**src/rtl/in_debounce_pkg.sv**
```systemverilog
// Shared types and constants for the simple_fpga_cvs input conditioning path.
package simple_fpga_cvs_pkg;

  localparam int NUM_INPUTS              = 5;
  localparam int DEBOUNCE_10MS_AT_300MHZ = 3_000_000;

  typedef enum logic {
    STABLE  = 1'b0,
    PENDING = 1'b1
  } debounce_state_t;

endpackage

```
**src/rtl/in_debounce_if.sv**
```systemverilog
// Raw switch inputs in, debounced level and edge pulses out.
interface in_debounce_if
  import simple_fpga_cvs_pkg::*;
#(
  parameter int N = NUM_INPUTS
);
  logic [N-1:0] in;
  logic [N-1:0] db_out;
  logic [N-1:0] rise;
  logic [N-1:0] fall;

  modport master (output in, input db_out, rise, fall);
  modport slave  (input in, output db_out, rise, fall);
endinterface

```
**src/rtl/in_debounce_channel.sv**
```systemverilog
// One input channel: synchroniser, stability counter and STABLE/PENDING FSM.
module debounce_channel
  import simple_fpga_cvs_pkg::*;
#(
  parameter int SYNC_STAGES     = 2,
  parameter int DEBOUNCE_CYCLES = DEBOUNCE_10MS_AT_300MHZ
) (
  input  logic clk,
  input  logic rst,
  input  logic in,
  output logic db_out,
  output logic rise,
  output logic fall
);

  localparam int            CW       = $clog2(DEBOUNCE_CYCLES);
  localparam logic [CW-1:0] CNT_LAST = CW'(DEBOUNCE_CYCLES - 1);

  logic [SYNC_STAGES-1:0] sync_q, sync_d;
  logic                   sync;
  debounce_state_t        state_q, state_d;
  logic [CW-1:0]          cnt_q, cnt_d;
  logic                   db_out_q, db_out_d;
  logic                   rise_q, rise_d;
  logic                   fall_q, fall_d;

  assign sync_d = {sync_q[SYNC_STAGES-2:0], in};
  assign sync   = sync_q[SYNC_STAGES-1];

  always_comb begin
    state_d  = state_q;
    cnt_d    = cnt_q;
    db_out_d = db_out_q;
    rise_d   = 1'b0;
    fall_d   = 1'b0;
    case (state_q)
      STABLE: begin
        cnt_d = '0;
        if (sync != db_out_q) begin
          state_d = PENDING;
          cnt_d   = CW'(1);
        end
      end
      PENDING: begin
        if (sync == db_out_q) begin
          // glitch shorter than the window: drop it without touching outputs
          state_d = STABLE;
          cnt_d   = '0;
        end else if (cnt_q == CNT_LAST) begin
          state_d  = STABLE;
          cnt_d    = '0;
          db_out_d = sync;
          rise_d   = sync;
          fall_d   = ~sync;
        end else begin
          cnt_d = cnt_q + CW'(1);
        end
      end
      default: begin
        state_d = STABLE;
        cnt_d   = '0;
      end
    endcase
  end

  always_ff @(posedge clk or posedge rst) begin
    if (rst) begin
      sync_q   <= '0;
      state_q  <= STABLE;
      cnt_q    <= '0;
      db_out_q <= 1'b0;
      rise_q   <= 1'b0;
      fall_q   <= 1'b0;
    end else begin
      sync_q   <= sync_d;
      state_q  <= state_d;
      cnt_q    <= cnt_d;
      db_out_q <= db_out_d;
      rise_q   <= rise_d;
      fall_q   <= fall_d;
    end
  end

  assign db_out = db_out_q;
  assign rise   = rise_q;
  assign fall   = fall_q;

endmodule

```
**src/rtl/in_debounce.sv**
```systemverilog
// Debounces NUM_INPUTS raw switch inputs with one independent channel each.
module in_debounce #(
  parameter int NUM_INPUTS      = simple_fpga_cvs_pkg::NUM_INPUTS,
  parameter int SYNC_STAGES     = 2,
  parameter int DEBOUNCE_CYCLES = simple_fpga_cvs_pkg::DEBOUNCE_10MS_AT_300MHZ
) (
  input logic           clk,
  input logic           rst,
  in_debounce_if.slave  bus
);

  logic [NUM_INPUTS-1:0] db_out_w;
  logic [NUM_INPUTS-1:0] rise_w;
  logic [NUM_INPUTS-1:0] fall_w;

  for (genvar i = 0; i < NUM_INPUTS; i++) begin : g_ch
    debounce_channel #(
      .SYNC_STAGES     (SYNC_STAGES),
      .DEBOUNCE_CYCLES (DEBOUNCE_CYCLES)
    ) u_ch (
      .clk    (clk),
      .rst    (rst),
      .in     (bus.in[i]),
      .db_out (db_out_w[i]),
      .rise   (rise_w[i]),
      .fall   (fall_w[i])
    );
  end

  assign bus.db_out = db_out_w;
  assign bus.rise   = rise_w;
  assign bus.fall   = fall_w;

endmodule

```
**src/flat_wrapper.sv**
```systemverilog
// flat-port wrapper written by rule: the top's interface ports become plain ports
module in_debounce_flat 
#(
  parameter int NUM_INPUTS      = simple_fpga_cvs_pkg::NUM_INPUTS,
  parameter int SYNC_STAGES     = 2,
  parameter int DEBOUNCE_CYCLES = simple_fpga_cvs_pkg::DEBOUNCE_10MS_AT_300MHZ
)
  (clk, rst, bus_in, bus_db_out, bus_rise, bus_fall);
  in_debounce_if #(.N((5))) bus_i ();
  input logic clk;
  input logic rst;
  input wire logic [$bits(bus_i.in)-1:0] bus_in;
  output wire logic [$bits(bus_i.db_out)-1:0] bus_db_out;
  output wire logic [$bits(bus_i.rise)-1:0] bus_rise;
  output wire logic [$bits(bus_i.fall)-1:0] bus_fall;
  assign bus_i.in = bus_in;
  assign bus_db_out = bus_i.db_out;
  assign bus_rise = bus_i.rise;
  assign bus_fall = bus_i.fall;
  in_debounce #(.NUM_INPUTS(NUM_INPUTS), .SYNC_STAGES(SYNC_STAGES), .DEBOUNCE_CYCLES(DEBOUNCE_CYCLES)) u_core (.clk(clk), .rst(rst), .bus(bus_i));
endmodule
```
**config.mk**
```make
export PLATFORM = sky130hd
export DESIGN_NAME = in_debounce_flat
export DESIGN_NICKNAME = d
export VERILOG_FILES = /design/src/rtl/in_debounce_pkg.sv /design/src/rtl/in_debounce_if.sv /design/src/rtl/in_debounce_channel.sv /design/src/rtl/in_debounce.sv /design/src/flat_wrapper.sv
export SDC_FILE = /design/constraint.sdc
export NUM_CORES = 1
export LEC_CHECK = 0
export CAP_MARGIN = 25
export CORE_UTILIZATION = 60
export DETAILED_ROUTE_END_ITERATION = 10
export GPL_TIMING_DRIVEN = 1
export PLACE_DENSITY = 0.78
export SYNTH_ARGS = -nofsm -noshare
export SYNTH_HDL_FRONTEND = slang
export SYNTH_SLANG_ARGS = --single-unit
```
**constraint.sdc**
```tcl
create_clock -name clk -period 5.4 [get_ports clk]
set_clock_uncertainty 0.05 [all_clocks]
set_input_delay 1.08 -clock clk [delete_from_list [all_inputs] [get_ports clk]]
set_output_delay 1.08 -clock clk [all_outputs]
set_load 0.1 [all_outputs]
```
==> reports/metrics.yaml <==
status: "finished, final reports clean"
grt_pass1_wl_um: 21900
setup_tns_ps: 0
port_buffers: 21
post_drt_via_cell_ratio: 5.91
root_buffer: "clkbuf_8"
cp_num_buf_inv: 1
synth_top_family_by_area: "simple AND/OR/NAND/NOR gates"
dieArea_um2: 11500
power.leakage_uw: 0.00293
clk_latency_ps: 530
async_flop_share_pct: 100
tritoncts: "built"
vias: 4904
synth_xor_area_share_pct: 9.63
crit_path_end_kind: "primary output"
cts_resized: 0
drive_above_1_share_pct: 6.52
grt_pass1_vias: 4742
synthMuxAreaShare_pct: 0.735
final-hold-violation-count: 0
finalSetupViolations: 0
htree_levels: 4
final_max_slew_viol_count: 0
grt_max_degree: 107
maxSlewHeadroom_pct: 34.7
area_growth_pct: 12.5
post_cts_buffers: 0
post-synth-top-area-cell: "dfrtp_1"
synth_edf_count: 0
wl_per_cell_um: 15.8
grt-ovfl-total: 0
yosysTopAreaCellShare_pct: 52.8
seq_area_frac_synth_pct: 52.8
netlist_instances: 664
core_area_um2: 10800
finalWeightedCongestion: 0.909
p_total_uw: 2250
drc: 0
max_stage_delay_ps: 1150
crit_type: "reg2out"
ys_warn_count: 0
synth_nets: 676
worst_ir_drop_vdd_v: 0.000196
period_minus_slack_ps: 3220
numCtsBuffers: 17
holdBufCountCts: 0
wl_um: 13100
antenna_found_initial: 0
synth_cell_type_count: 40
synth-compound-area-share_pct: 6.97
track_usage_pct: 24.6
worst_slew_pin_slew_ps: 976
cp.arrival_ps: 2090
die_y_um: 107
rsz0062_at_grt: "false"
num_rows: 38
period_share_pct: 59.6
rr_worst_depth: 5
ys_seq_elements: 140
crit_cells: 1
netlist_top_cells_area: "dfrtp_1, xor2_1, xnor2_1, nor2_1, nand4_1"
netlist_top_cells_count: "dfrtp_1, nor2_1, xor2_1"
antenna_left: 0
powerDensity_nw_per_um2: 302
worstPathMaxFanout: 4
cap_violations: 0
synth-simple-area-share_pct: 25.1
hold_class: "reg2reg"
clkSinkCount: 140
crit_family: "buffers and inverters"
die_w_um: 107
worstHoldPathCells: 0
synth_top_flop_cell: "dfrtp_1"
clk_path_buf_depth: 2
start_kind: "register"
ioPinCount: 22
dpl.hpwl_um: 8310
yosysMostFrequentCell: "dfrtp_1"
drtPass1Iterations: 5
final_nets: 689
n_antenna_cell: 0
critPathRequiredTime_ps: 4270
worstPathCellList: "clkdlybuf4s50_1"
clk_pin_slew_ps: 60
synth.avg_cell_area_um2: 10.0
initial_core_util_pct: 61.5
synth_fa_ha_area_share_pct: 0.943
timing.fmax_mhz: 311
dr.first_iter.drc_count: 331
slowest_stage: "clkdlybuf4s50_1"
synth_area_um2: 6640
## metal layers
layer | vias to the layer above | track usage (%) | wire length [µm]
met2 | 135 | 38.8 | 6290
li1 | 2372 | - | -
met5 | - | 0 | 0
met3 | 29 | 6.14 | 618
met4 | 0 | 9.59 | 257
met1 | 2368 | 32.6 | 5920
## cell type report
| type | count | area (µm²) |
|---|---|---|
| Sequential cell | 140 | 3500 |
| Fill cell | 779 | 3320 |
| Multi-Input combinational cell | 472 | 2890 |
| Clock buffer | 26 | 488 |
| Timing Repair Buffer | 28 | 283 |
| Tap cell | 140 | 175 |
| Inverter | 18 | 72.6 |
| Clock inverter | 6 | 60.1 |
## worst paths after layout
kind,slack [ps],startpoint,endpoint
setup reg to reg,2780,u_core.g_ch[3].u_ch.cnt_q[17]$_DFF_PP0_,u_core.g_ch[3].u_ch.state_q$_DFF_PP0_
min in group asynchronous,800,rst,u_core.g_ch[1].u_ch.cnt_q[3]$_DFF_PP0_
max in group asynchronous,3360,rst,u_core.g_ch[4].u_ch.cnt_q[16]$_DFF_PP0_
setup / recovery,2180,u_core.g_ch[2].u_ch.db_out$_DFFE_PP0P_,bus_db_out[2]
hold reg to reg,300,u_core.g_ch[0].u_ch.sync_q[0]$_DFF_PP0_,u_core.g_ch[0].u_ch.sync_q[1]$_DFF_PP0_
hold / removal,300,u_core.g_ch[0].u_ch.sync_q[0]$_DFF_PP0_,u_core.g_ch[0].u_ch.sync_q[1]$_DFF_PP0_
## cell families (layout without fill, tap and decap cells)
family / Yosys count / count (layout)
adders and majority gates: 5 / 5
and+or+nand+nor: 308 / 308
xor gates and xnor gates: 73 / 73
muxes: 4 / 4
DFF: 140 / 140
AOI/OAI and AO/OA: 82 / 82
buffers and inverters: 52 / 78
## where the power goes
part / total (µW) / switching [µW] / internal, µW / leakage (µW)
logic: 94.1 / 65.2 / 28.9 / 0.000747
registers: 1090 / 19.7 / 1070 / 0.00191
clock network: 1070 / 412 / 657 / 0.000265
total: 2250 / 497 / 1760 / 0.00293
## cells in the final DEF (no fill, tap or decap), types with 2 or more instances in the layout
cell             Yosys  final
nand3_1             37     37
clkbuf_8             0      5
nor4_1              14     14
mux2_2               3      3
and2_1               8      8
xor2_1              38     38
clkinv_2             0      3
buf_4               15      6
inv_1               18     17
nand2b_1             5      5
o22ai_1              5      5
xnor2_1             35     35
clkbuf_1            16      5
or3_1               26     26
ha_1                 5      5
a21oi_1             32     32
or4_1               14     14
nor2_1              80     80
nor4bb_1             4      4
nand2_1             37     37
clkdlybuf4s50_1      0     21
clkinvlp_4           0      2
dfrtp_1            140    140
o31ai_1             10     10
clkbuf_16            0     16
and4_1              14     14
nor3_1              14     14
and3_1              10     10
o21ai_0             28     28
nand4_1             35     35
nor2b_1              2      2
o21bai_1             4      4
## through the flow
stage / instance area, µm² / hold slack, ps / setup WS (ps) / instances / utilization, %
global placement: 6890 / 283 / 2630 / 797 / 63.9
global route: 7470 / 313 / 2110 / 830 / 69.2
finish: 7470 / 300 / 2180 / 830 / 69.2
CTS: 7440 / 300 / 2160 / 829 / 68.9
detailed placement: 6890 / 287 / 2580 / 797 / 63.9
floorplan: 6640 / 281 / 517 / 664 / -
## flip-flops by register name (all words and copies together) (netlist names)
register                  count
u_core.g_ch.u_ch.cnt_q      110
u_core.g_ch.u_ch.db_out       5
u_core.g_ch.u_ch.fall         5
u_core.g_ch.u_ch.rise         5
u_core.g_ch.u_ch.state_q      5
u_core.g_ch.u_ch.sync_q      10
Power figures use the tool's default switching activity.
